`config.mk`:
```
export PLATFORM = sky130hd
export DESIGN_NAME = clock_set_controller
export DESIGN_NICKNAME = d
export VERILOG_FILES = /design/src/rtl/clock_ctrl_pkg.sv /design/src/rtl/button_conditioner.sv /design/src/rtl/clock_set_controller.sv
export SDC_FILE = /design/constraint.sdc
export NUM_CORES = 1
export LEC_CHECK = 0
export BUFFER_PORTS_ARGS = -buffer_cell sky130_fd_sc_hd__buf_2
export CAP_MARGIN = 20
export CORE_MARGIN = 2
export CORE_UTILIZATION = 45
export DETAILED_ROUTE_END_ITERATION = 8
export SLEW_MARGIN = 5
export SYNTH_ARGS = -nofsm -noshare
export SYNTH_HDL_FRONTEND = slang
export SYNTH_SLANG_ARGS = --single-unit
```
`constraint.sdc`:
```
create_clock -name clk -period 4.45 [get_ports clk]
set_clock_uncertainty 0.15 [all_clocks]
set_input_delay 0.2225 -clock clk [delete_from_list [all_inputs] [get_ports clk]]
set_output_delay 0.2225 -clock clk [all_outputs]
set_load 0.01 [all_outputs]
```
`src/rtl/clock_ctrl_pkg.sv`:
```
// Shared definitions for the clock-setting controller.
//   - set_field encodings driven to the display/counter datapath
//   - FSM state type for the setting sequence
//   - field_of(): maps an FSM state to its set_field encoding
package clock_ctrl_pkg;

  localparam logic [1:0] FIELD_RUN  = 2'b00;
  localparam logic [1:0] FIELD_HOUR = 2'b01;
  localparam logic [1:0] FIELD_MIN  = 2'b10;
  localparam logic [1:0] FIELD_SEC  = 2'b11;

  typedef enum logic [1:0] {
    RUN,
    SET_HOUR,
    SET_MIN,
    SET_SEC
  } state_t;

  function automatic logic [1:0] field_of(input state_t s);
    logic [1:0] f;
    case (s)
      SET_HOUR: f = FIELD_HOUR;
      SET_MIN:  f = FIELD_MIN;
      SET_SEC:  f = FIELD_SEC;
      default:  f = FIELD_RUN;
    endcase
    return f;
  endfunction

endpackage

```
`src/rtl/button_conditioner.sv`:
```
// Conditions one raw push-button.
//   clk, reset : system clock, asynchronous active-high reset
//   btn        : raw asynchronous button level
//   level      : debounced button level
//   press      : one-cycle pulse on the debounced rising edge
// The debounced level only flips after DEBOUNCE_CYCLES consecutive
// synchronized samples disagree with it; any agreeing sample restarts
// the count, so short bounces never reach the outputs.
module button_conditioner #(
  parameter int DEBOUNCE_CYCLES = 500000
) (
  input  logic clk,
  input  logic reset,
  input  logic btn,
  output logic level,
  output logic press
);

  localparam int CW = $clog2(DEBOUNCE_CYCLES + 1);

  logic          sync1;
  logic          sync2;
  logic          level_q;
  logic [CW-1:0] cnt;

  // Two-flop synchronizer for the asynchronous button input.
  always_ff @(posedge clk or posedge reset) begin
    if (reset) begin
      sync1 <= 1'b0;
      sync2 <= 1'b0;
    end else begin
      sync1 <= btn;
      sync2 <= sync1;
    end
  end

  // Debounce: count consecutive disagreeing samples, flip on the last one.
  always_ff @(posedge clk or posedge reset) begin
    if (reset) begin
      cnt   <= '0;
      level <= 1'b0;
    end else if (sync2 == level) begin
      cnt <= '0;
    end else if (cnt == CW'(DEBOUNCE_CYCLES - 1)) begin
      cnt   <= '0;
      level <= sync2;
    end else begin
      cnt <= cnt + CW'(1);
    end
  end

  // Delayed copy of the debounced level for edge detection.
  always_ff @(posedge clk or posedge reset) begin
    if (reset) level_q <= 1'b0;
    else       level_q <= level;
  end

  // Combinational so the top can register its action one cycle later.
  assign press = level & ~level_q;

endmodule

```
`src/rtl/clock_set_controller.sv`:
```
// Mode/sequencing controller for the digital-clock counter chain.
//   clk, reset : system clock, asynchronous active-high reset
//   mode_btn   : raw MODE button (cycles RUN->HOUR->MIN->SEC->RUN)
//   inc_btn    : raw INC button (acts on the selected field, auto-repeats)
//   run_en     : 1 while timekeeping may run (RUN state only)
//   hour_inc   : one-cycle hours +1 pulse
//   min_inc    : one-cycle minutes +1 pulse
//   sec_clr    : one-cycle seconds clear pulse
//   set_field  : selected field (00 RUN, 01 HOUR, 10 MIN, 11 SEC)
//   blink      : blank enable for the selected field on the display
module clock_set_controller
  import clock_ctrl_pkg::*;
#(
  parameter int DEBOUNCE_CYCLES = 500000,
  parameter int REPEAT_DELAY    = 25000000,
  parameter int REPEAT_PERIOD   = 10000000,
  parameter int IDLE_TIMEOUT    = 500000000,
  parameter int BLINK_HALF      = 25000000
) (
  input  logic       clk,
  input  logic       reset,
  input  logic       mode_btn,
  input  logic       inc_btn,
  output logic       run_en,
  output logic       hour_inc,
  output logic       min_inc,
  output logic       sec_clr,
  output logic [1:0] set_field,
  output logic       blink
);

  localparam int HOLD_MAX = (REPEAT_DELAY > REPEAT_PERIOD) ? REPEAT_DELAY : REPEAT_PERIOD;
  localparam int HOLD_W   = $clog2(HOLD_MAX + 1);
  localparam int IDLE_W   = $clog2(IDLE_TIMEOUT + 1);
  localparam int BLINK_W  = $clog2(BLINK_HALF + 1);

  logic mode_press;
  logic mode_level_unused;
  logic inc_press;
  logic inc_level;

  state_t state_q;
  state_t state_d;

  logic              state_change;
  logic              repeat_ok;
  logic              repeat_fire;
  logic              inc_fire;
  logic              repeat_active;
  logic              in_period;
  logic [HOLD_W-1:0] hold_cnt;
  logic [HOLD_W-1:0] hold_target;
  logic [IDLE_W-1:0] idle_cnt;
  logic [BLINK_W-1:0] blink_cnt;

  // MODE release is intentionally ignored, so its debounced level is unused.
  button_conditioner #(.DEBOUNCE_CYCLES(DEBOUNCE_CYCLES)) u_mode_cond (
    .clk   (clk),
    .reset (reset),
    .btn   (mode_btn),
    .level (mode_level_unused),
    .press (mode_press)
  );

  button_conditioner #(.DEBOUNCE_CYCLES(DEBOUNCE_CYCLES)) u_inc_cond (
    .clk   (clk),
    .reset (reset),
    .btn   (inc_btn),
    .level (inc_level),
    .press (inc_press)
  );

  // State register.
  always_ff @(posedge clk or posedge reset) begin
    if (reset) state_q <= RUN;
    else       state_q <= state_d;
  end

  // Next state: MODE advances the field; an idle set state falls back to RUN.
  // The timeout fires on the cycle the idle count would reach IDLE_TIMEOUT.
  always_comb begin
    state_d = state_q;
    if (mode_press) begin
      case (state_q)
        RUN:      state_d = SET_HOUR;
        SET_HOUR: state_d = SET_MIN;
        SET_MIN:  state_d = SET_SEC;
        default:  state_d = RUN;
      endcase
    end else if (state_q != RUN && !inc_level &&
                 idle_cnt == IDLE_W'(IDLE_TIMEOUT - 1)) begin
      state_d = RUN;
    end
  end

  // INC actions: any state change in the same cycle (MODE press or timeout)
  // swallows the INC press or repeat so pulses never leak across fields.
  always_comb begin
    state_change = (state_d != state_q);
    repeat_ok    = (state_q == SET_HOUR) || (state_q == SET_MIN);
    hold_target  = in_period ? HOLD_W'(REPEAT_PERIOD) : HOLD_W'(REPEAT_DELAY);
    repeat_fire  = repeat_active && inc_level && repeat_ok && (hold_cnt == hold_target);
    inc_fire     = 1'b0;
    if (!state_change) begin
      inc_fire = (inc_press && state_q != RUN) || repeat_fire;
    end
  end

  // Registered outputs, decoded from the next state so they line up with it.
  always_ff @(posedge clk or posedge reset) begin
    if (reset) begin
      set_field <= FIELD_RUN;
      run_en    <= 1'b1;
      hour_inc  <= 1'b0;
      min_inc   <= 1'b0;
      sec_clr   <= 1'b0;
    end else begin
      set_field <= field_of(state_d);
      run_en    <= (state_d == RUN);
      hour_inc  <= inc_fire && (state_q == SET_HOUR);
      min_inc   <= inc_fire && (state_q == SET_MIN);
      sec_clr   <= inc_fire && (state_q == SET_SEC);
    end
  end

  // Auto-repeat: hold_cnt equals cycles since the press (or last repeat),
  // so it never exceeds the larger of the two targets.
  always_ff @(posedge clk or posedge reset) begin
    if (reset) begin
      repeat_active <= 1'b0;
      in_period     <= 1'b0;
      hold_cnt      <= '0;
    end else if (state_change || !inc_level || !repeat_ok) begin
      repeat_active <= 1'b0;
      in_period     <= 1'b0;
      hold_cnt      <= '0;
    end else if (inc_press) begin
      repeat_active <= 1'b1;
      in_period     <= 1'b0;
      hold_cnt      <= HOLD_W'(1);
    end else if (repeat_active) begin
      if (repeat_fire) begin
        in_period <= 1'b1;
        hold_cnt  <= HOLD_W'(1);
      end else begin
        hold_cnt <= hold_cnt + HOLD_W'(1);
      end
    end
  end

  // Idle counter: cleared by presses and in RUN, frozen while INC is held.
  always_ff @(posedge clk or posedge reset) begin
    if (reset) begin
      idle_cnt <= '0;
    end else if (state_d == RUN || state_change || inc_press) begin
      idle_cnt <= '0;
    end else if (!inc_level) begin
      idle_cnt <= idle_cnt + IDLE_W'(1);
    end
  end

  // Blink restarts dark on field entry and stays dark while INC is acting.
  always_ff @(posedge clk or posedge reset) begin
    if (reset) begin
      blink_cnt <= '0;
      blink     <= 1'b0;
    end else if (state_d == RUN || state_change || inc_fire || repeat_active) begin
      blink_cnt <= '0;
      blink     <= 1'b0;
    end else if (blink_cnt == BLINK_W'(BLINK_HALF - 1)) begin
      blink_cnt <= '0;
      blink     <= ~blink;
    end else begin
      blink_cnt <= blink_cnt + BLINK_W'(1);
    end
  end

endmodule

```
==> results of run 1 <==
[worst paths after layout]
check	start	endpoint	slack (ps)	cells past startpoint
max in group asynchronous	reset	u_mode_cond.cnt[13]$_DFF_PP0_	2790	4
setup / recovery	set_field[0]$_DFF_PP0_	hold_cnt[21]$_DFFE_PP0P_	1250	7
min in group asynchronous	reset	u_inc_cond.cnt[3]$_DFF_PP0_	350	3
hold reg to reg	u_mode_cond.sync1$_DFF_PP0_	u_mode_cond.sync2$_DFF_PP0_	200	0
setup reg to reg	set_field[0]$_DFF_PP0_	hold_cnt[21]$_DFFE_PP0P_	1250	7
hold / removal	u_mode_cond.sync1$_DFF_PP0_	u_mode_cond.sync2$_DFF_PP0_	200	0
[per-stage QoR]
| stage | instance area [sq um] | setup slack, ps | std cells | utilization |
|---|---|---|---|---|
| 2_1_floorplan | 6950 | 468 | 714 | - |
| 3_3_place_gp | 7120 | 1420 | 881 | 0.470 |
| 3_5_place_dp | 7120 | 1320 | 881 | 0.470 |
| 4_1_cts | 7770 | 1300 | 915 | 0.513 |
| 5_1_grt | 7770 | 967 | 915 | 0.513 |
| 6_report | 7770 | 1250 | 915 | 0.513 |
[cell families (layout without fill, tap and decap cells)]
family | after synthesis | after routing | synth area share
adders and majority gates | 10 | 10 | 0.0180
muxes | 3 | 3 | 0.00468
buffers and inverters | 50 | 63 | 0.0313
xor gates and xnor gates | 95 | 95 | 0.121
DFF | 135 | 135 | 0.486
AOI/OAI and AO/OA | 60 | 60 | 0.0578
and+or+nand+nor | 361 | 361 | 0.281
[power breakdown]
| group | total, uW | switching (uW) | internal [uW] |
|---|---|---|---|
| registers | 1240 | 5.05 | 1230 |
| logic | 42.3 | 33.3 | 9.00 |
| clock network | 1480 | 534 | 950 |
[flip-flops by register name, summed over array words and instances (netlist names), 2 cells and up]
name             cells
idle_cnt            29
u_mode_cond.cnt     19
u_inc_cond.cnt      19
set_field            2
blink_cnt           25
hold_cnt            25
[worst max-delay path, delay by kind of cell (launching register included)]
kind,cells,cell delay [ps]
AO/OA/AOI/OAI,2,880
AND/OR/NAND/NOR,3,970
buffers and inverters,1,130
adder cells (fa/ha/maj),1,430
flip-flops,1,470
[cell type report]
cell class                      count  share of cell area
Clock inverter                     11              0.0222
Inverter                           15             0.00789
Timing Repair Buffer               17              0.0158
Sequential cell                   135               0.435
Tap cell                          188              0.0303
Multi-Input combinational cell    529               0.431
Clock buffer                       20              0.0575
[cells in the final DEF, fill, tap and decap left out, types with 2 or more instances in the layout]
master and n:
dfrtp_1 134, nor2_1 72, nor3_1 62, xor2_1 54, nand3_1 47, nand2_1 42, xnor2_1 40, nand4_1 29
a21oi_1 20, and3_1 18, clkbuf_16 17, inv_1 14, and4_1 14, nor4_1 12, and2_1 11, or4_1 11
o31ai_1 10, ha_1 10, buf_2 10, o21ai_0 9, or3_1 9, nand2b_1 7, nand4b_1 4, nor2b_1 4
bufinv_16 4, o21ai_1 3, a211oi_1 3, clkinv_4 3, dlygate4sd3_1 3, buf_4 3, a31oi_1 2, or2_2 2
nor3b_1 2, or4bb_1 2, inv_6 2, and4b_1 2, mux2_2 2, clkinv_2 2, clkbuf_1 2
[layer usage]
| metal | track usage | vias up | share of wire |
|---|---|---|---|
| met5 | 0 | - | 0 |
| met4 | 0.0640 | 0 | 0.013 |
| met3 | 0.0492 | 17 | 0.035 |
| met2 | 0.296 | 74 | 0.48 |
| met1 | 0.244 | 2558 | 0.47 |
| li1 | - | 2547 | - |
==> impl_results.md, run 1 <==
- HP Class: register to register
- P&R area growth vs syn: 11.9%
- Setup violators final: 0
- FF+latch area: 3380 sq um
- Clk buf depth: 2
- Final nets: 729
- Largest net degree at the start of global routing: 98
- Synth Register Bits: roughly 140
- Multi-input gate area: approximately 3400 sq um
- Setup Buffers After CTS: 0
- RSZ-0062 raised after global routing: false
- Syn Area/Cell: approximately 10 sq um
- Row count: 45
- Root Driver: clkbuf_16
- Final Power: between 2000 and 3000 uW
- Top-count cell post-synth: dfrtp_1
- Worst-path clk slew: ~60 ps
- CTS tree: yes
- Die Width: 128 um
- CP Data Arrival Time: roughly 3300 ps
- Detail Route Antenna Nets: 0
- CTS Sinks: between 100 and 150
- Filler cell count in the final layout: 1354
- Synth cell count leaders: dfrtp_1 (134), nor2_1 (72), nor3_1 (62)
- Crit path cell chain: inv_1, ha_1, nand2_1, o311ai_1, or2_1, or4_1, a21oi_1
- Initial DRC Count: approximately 300
- GR Util All Layers: 0.185
- Die height: ~130 um
- Setup total negative slack: 0 ps
- Synth area leaders: dfrtp_1 (48%), xor2_1 (6.8%), xnor2_1 (5.0%)
- Clk_lat worst skew: ~430 ps
- Hpwl dp: 8980 um
- Mapped cell area: 6950 sq um
- Final min period: between 3000 and 4000 ps
- Peak VDD IR: 0.285 mV
- Final slew viol count: 0
- Area of the die: approximately 16000 sq um
- Port bufs: 10
- Routed wire length: between 10000 and 15000 um
- Setup crit end kind: register
- Rel. slew slack: 0.412
- Actual slew at the worst max-slew pin: 869 ps
- Slowest stage delay, CP: between 800 and 900 ps
- Synth Flop Type: dfrtp_1
- Total number of vias: just over 5000
- Synth top area share: 0.483
- Mapped Nets: 728
- Register area share after synthesis: 0.486
- Residual DRC: 0
- Post-synth ARST share: 1.00
- Core ar.: ~15000 sq um
- Initial Util: 0.459
- Synth cell types: 61
- Pleak: 0.00310 uW
- Hold slack final: about 200 ps
- Startpoint Class: register
- Vias per cell: about 5.7
- Vias in the first global route: roughly 5200
- Total gr overflow: 0
- Yosys warns: 0
- Worst path required time: 4570 ps
- Fmax: about 0.31 GHz
- CTS Buf Count: 17
- Fin crit share: 0.719
- Io pins: 11
- Slowest CP cell: o311ai_1
- Initial antenna violation count: 0
- Syn Inst Count: between 700 and 800
- Yosys top cell by area: dfrtp_1
- RD Place Congestion: roughly 0.89
- TritonRoute pass-1 iters: 5
- Power Density: approximately 360 nW/um^2
- Layout cells sized above 1: 0.0798
- Status: finished, final reports clean
- Drt wl/cell: approximately 15 um
- Maxcap violations: 0
- Max FO, Critical Path: 20
- Post_cts resized: 0
- CTS H-tree depth: 4
- Post-synth EDFFs: 0
- Hold_buf cts: 3
- Crit Path Category: register to register
- Antenna cells: 0
- Hold Fails Final Rpt: 0
- First-pass GRT wire length: about 25000 um
Power figures use the tool's default switching activity.
==> inputs of run 2 (changes only) <==
- clock period: 4.45 -> 3.1 ns (I/O delays scaled with it)
==> run 2 against run 1 <==
First-iteration DRC count grew 7.7%; clock power grew 37%; sequential cell count unchanged; global-route usage down 0.28 points; via count about the same; sequential power up 44%; critical path depth unchanged; sequential share of layout area is 0.51 points lower; power is 40% higher; hold slack worse by 5.3 ps; critical path type unchanged; critical endpoint is now hold_cnt[18]$_DFFE_PP0P_; largest power group unchanged; highest routed layer unchanged.
==> impl_results.md, run 2 (synthesized netlist as in run 1, its figures left out) <==
- Status: finished, final reports clean (unchanged)
- Hold Fails Final Rpt: 0 (unchanged)
- Most frequent cells in the layout: dfrtp_1 (134), nor2_1 (72), nor3_1 (62) (unchanged)
- Total number of vias: 5201 (was 5196)
- DR top layer: met4 (unchanged)
- Routed wire length: 13900 um (about the same)
- Most flops, register: idle_cnt (unchanged)
- Row count: 45 (unchanged)
- M1 WL: 6450 um (was 6560 um)
- Power Density: 493 nW/um^2 (was 356 nW/um^2)
- Rel. slew slack: 0.450 (was 0.412)
- Startpoint Class: register (unchanged)
- Filler cell count in the final layout: 1339 (was 1354)
- Maxcap violations: 0 (unchanged)
- Setup total negative slack: 0 ps (unchanged)
- Initial DRC Count: 321 (was 298)
- RD Place Congestion: 0.800 (was 0.895)
- Setup crit end kind: register (unchanged)
- Clk_lat worst skew: 420 ps (was 430 ps)
- Hold slack final: 198 ps (was 203 ps)
- TritonRoute pass-1 iters: 4 (was 5)
- CTS Buf Count: 17 (unchanged)
- Crit Path Category: register to register (unchanged)
- CTS Sinks: 135 (unchanged)
- Residual DRC: 0 (unchanged)
- CTS tree: yes (unchanged)
- Most common cell after layout, fill and taps aside: dfrtp_1 (unchanged)
- Final nets: 740 (was 729)
- Die Width: 128 um (unchanged)
- Total gr overflow: 0 (unchanged)
- Max FO, Critical Path: 9 (was 20)
- R2R cell count: 7 (unchanged)
- Vias per cell: 5.61 (was 5.68)
- Clk buf depth: 2 (unchanged)
- RSZ-0062 raised after global routing: false (unchanged)
- Max reg flops: 29 (unchanged)
- Detail Route Antenna Nets: 0 (unchanged)
- Core ar.: 15100 sq um (unchanged)
- Die height: 128 um (unchanged)
- Largest net degree at the start of global routing: 53 (was 98)
- Pleak: 0.00316 uW (was 0.00310 uW)
- Final Cell Area: 7860 sq um (was 7770 sq um)
- Root Driver: clkbuf_16 (unchanged)
- CP Data Arrival Time: 2920 ps (was 3320 ps)
- Peak VDD IR: 0.428 mV (was 0.285 mV)
- Largest regs: idle_cnt (29), blink_cnt (25), hold_cnt (25) (unchanged)
- Hold Path Stages: 0 (unchanged)
- Vias in the first global route: 5003 (was 5155)
- Layout cells sized above 1: 0.0961 (was 0.0798)
- Fin crit share: 0.881 (was 0.719)
- Port bufs: 10 (unchanged)
- Post-placement cell area: 7230 sq um (was 7120 sq um)
- Area of the die: 16400 sq um (unchanged)
- First-pass GRT wire length: 24000 um (was 24500 um)
- P&R area growth vs syn: 13.2% (was 11.9%)
- Initial antenna violation count: 0 (unchanged)
- Antenna cells: 0 (unchanged)
- HP Class: register to register (unchanged)
- GR Util All Layers: 0.182 (was 0.185)
- Util after Layout: 0.519 (was 0.513)
- Hpwl dp: 9140 um (was 8980 um)
- Final Power: 3880 uW (was 2770 uW)
- Met3 wire length: 462 um (was 480 um)
- Final min period: 2730 ps (was 3200 ps)
- Worst path required time: 3290 ps (was 4570 ps)
- Actual slew at the worst max-slew pin: 823 ps (was 869 ps)
- CTS H-tree depth: 4 (unchanged)
- Met2 WL: 6710 um (was 6650 um)
- Initial Util: 0.459 (unchanged)
- Fmax: 0.366 GHz (was 0.312 GHz)
- Drt wl/cell: 15.0 um (was 15.2 um)
- Setup violators final: 0 (unchanged)
- Post_cts resized: 0 (unchanged)
- Final slew viol count: 0 (unchanged)
- Io pins: 11 (unchanged)
- Setup Buffers After CTS: 0 (unchanged)
- Worst-path clk slew: 60 ps (about the same)
run 2: area by class of cell:
class | count | area (sq um) | share of cell area
Inverter | 15 | 60.1 | 0.00764
Sequential cell | 135 | 3380 | 0.430
Multi-Input combinational cell | 529 | 3350 | 0.426
Timing Repair Buffer | 28 | 230 | 0.0293
Clock buffer | 24 | 512 | 0.0651
Clock inverter | 8 | 92.6 | 0.0118
Tap cell | 188 | 235 | 0.0299
run 2: path summary, 6_finish.rpt:
path	startpoint	end	slack, ps
worst max-delay path	state_q[1]$_DFF_PP0_	hold_cnt[18]$_DFFE_PP0P_	370
worst min-delay path	u_mode_cond.sync1$_DFF_PP0_	u_mode_cond.sync2$_DFF_PP0_	200
worst max register to register	state_q[1]$_DFF_PP0_	hold_cnt[18]$_DFFE_PP0P_	370
worst min register to register	u_mode_cond.sync1$_DFF_PP0_	u_mode_cond.sync2$_DFF_PP0_	200
max in group asynchronous	reset	run_en$_DFF_PP1_	1750
min in group asynchronous	reset	u_inc_cond.cnt[2]$_DFF_PP0_	290
run 2: repair_timing:
| item | 4_1_cts | 5_1_grt |
|---|---|---|
| hold buffers | 3 | 0 |
| endpoints found under the hold margin | 35 | 0 |
| endpoints found under the setup margin | 0 | 0 |
run 2: metrics by stage:
stage          instances  worst slack (ps)
4_1_cts              927               361
3_3_place_gp         892               472
3_5_place_dp         892               422
6_report             927               368
5_1_grt              927               229
2_1_floorplan        714               378
run 2: critical path: stages (launching register included):
cell       delay (ps)
dfrtp_1           370
buf_4             160
ha_1              220
o21ai_1           320
a2111oi_4         140
or3b_1            540
or4_1             560
a21oi_1           180
run 2: per-layer routing:
| metal | vias to the layer above | global-route usage |
|---|---|---|
| met2 | 70 | 0.295 |
| met3 | 21 | 0.0422 |
| met5 | - | 0 |
| li1 | 2564 | - |
| met1 | 2546 | 0.236 |
| met4 | 0 | 0.0756 |
run 2: power by group:
group | switching (uW) | leakage, uW | internal [uW]
Clock | 724 | 0.000302 | 1300
Combinational | 48.8 | 0.000992 | 18.8
Sequential | 7.23 | 0.00187 | 1770
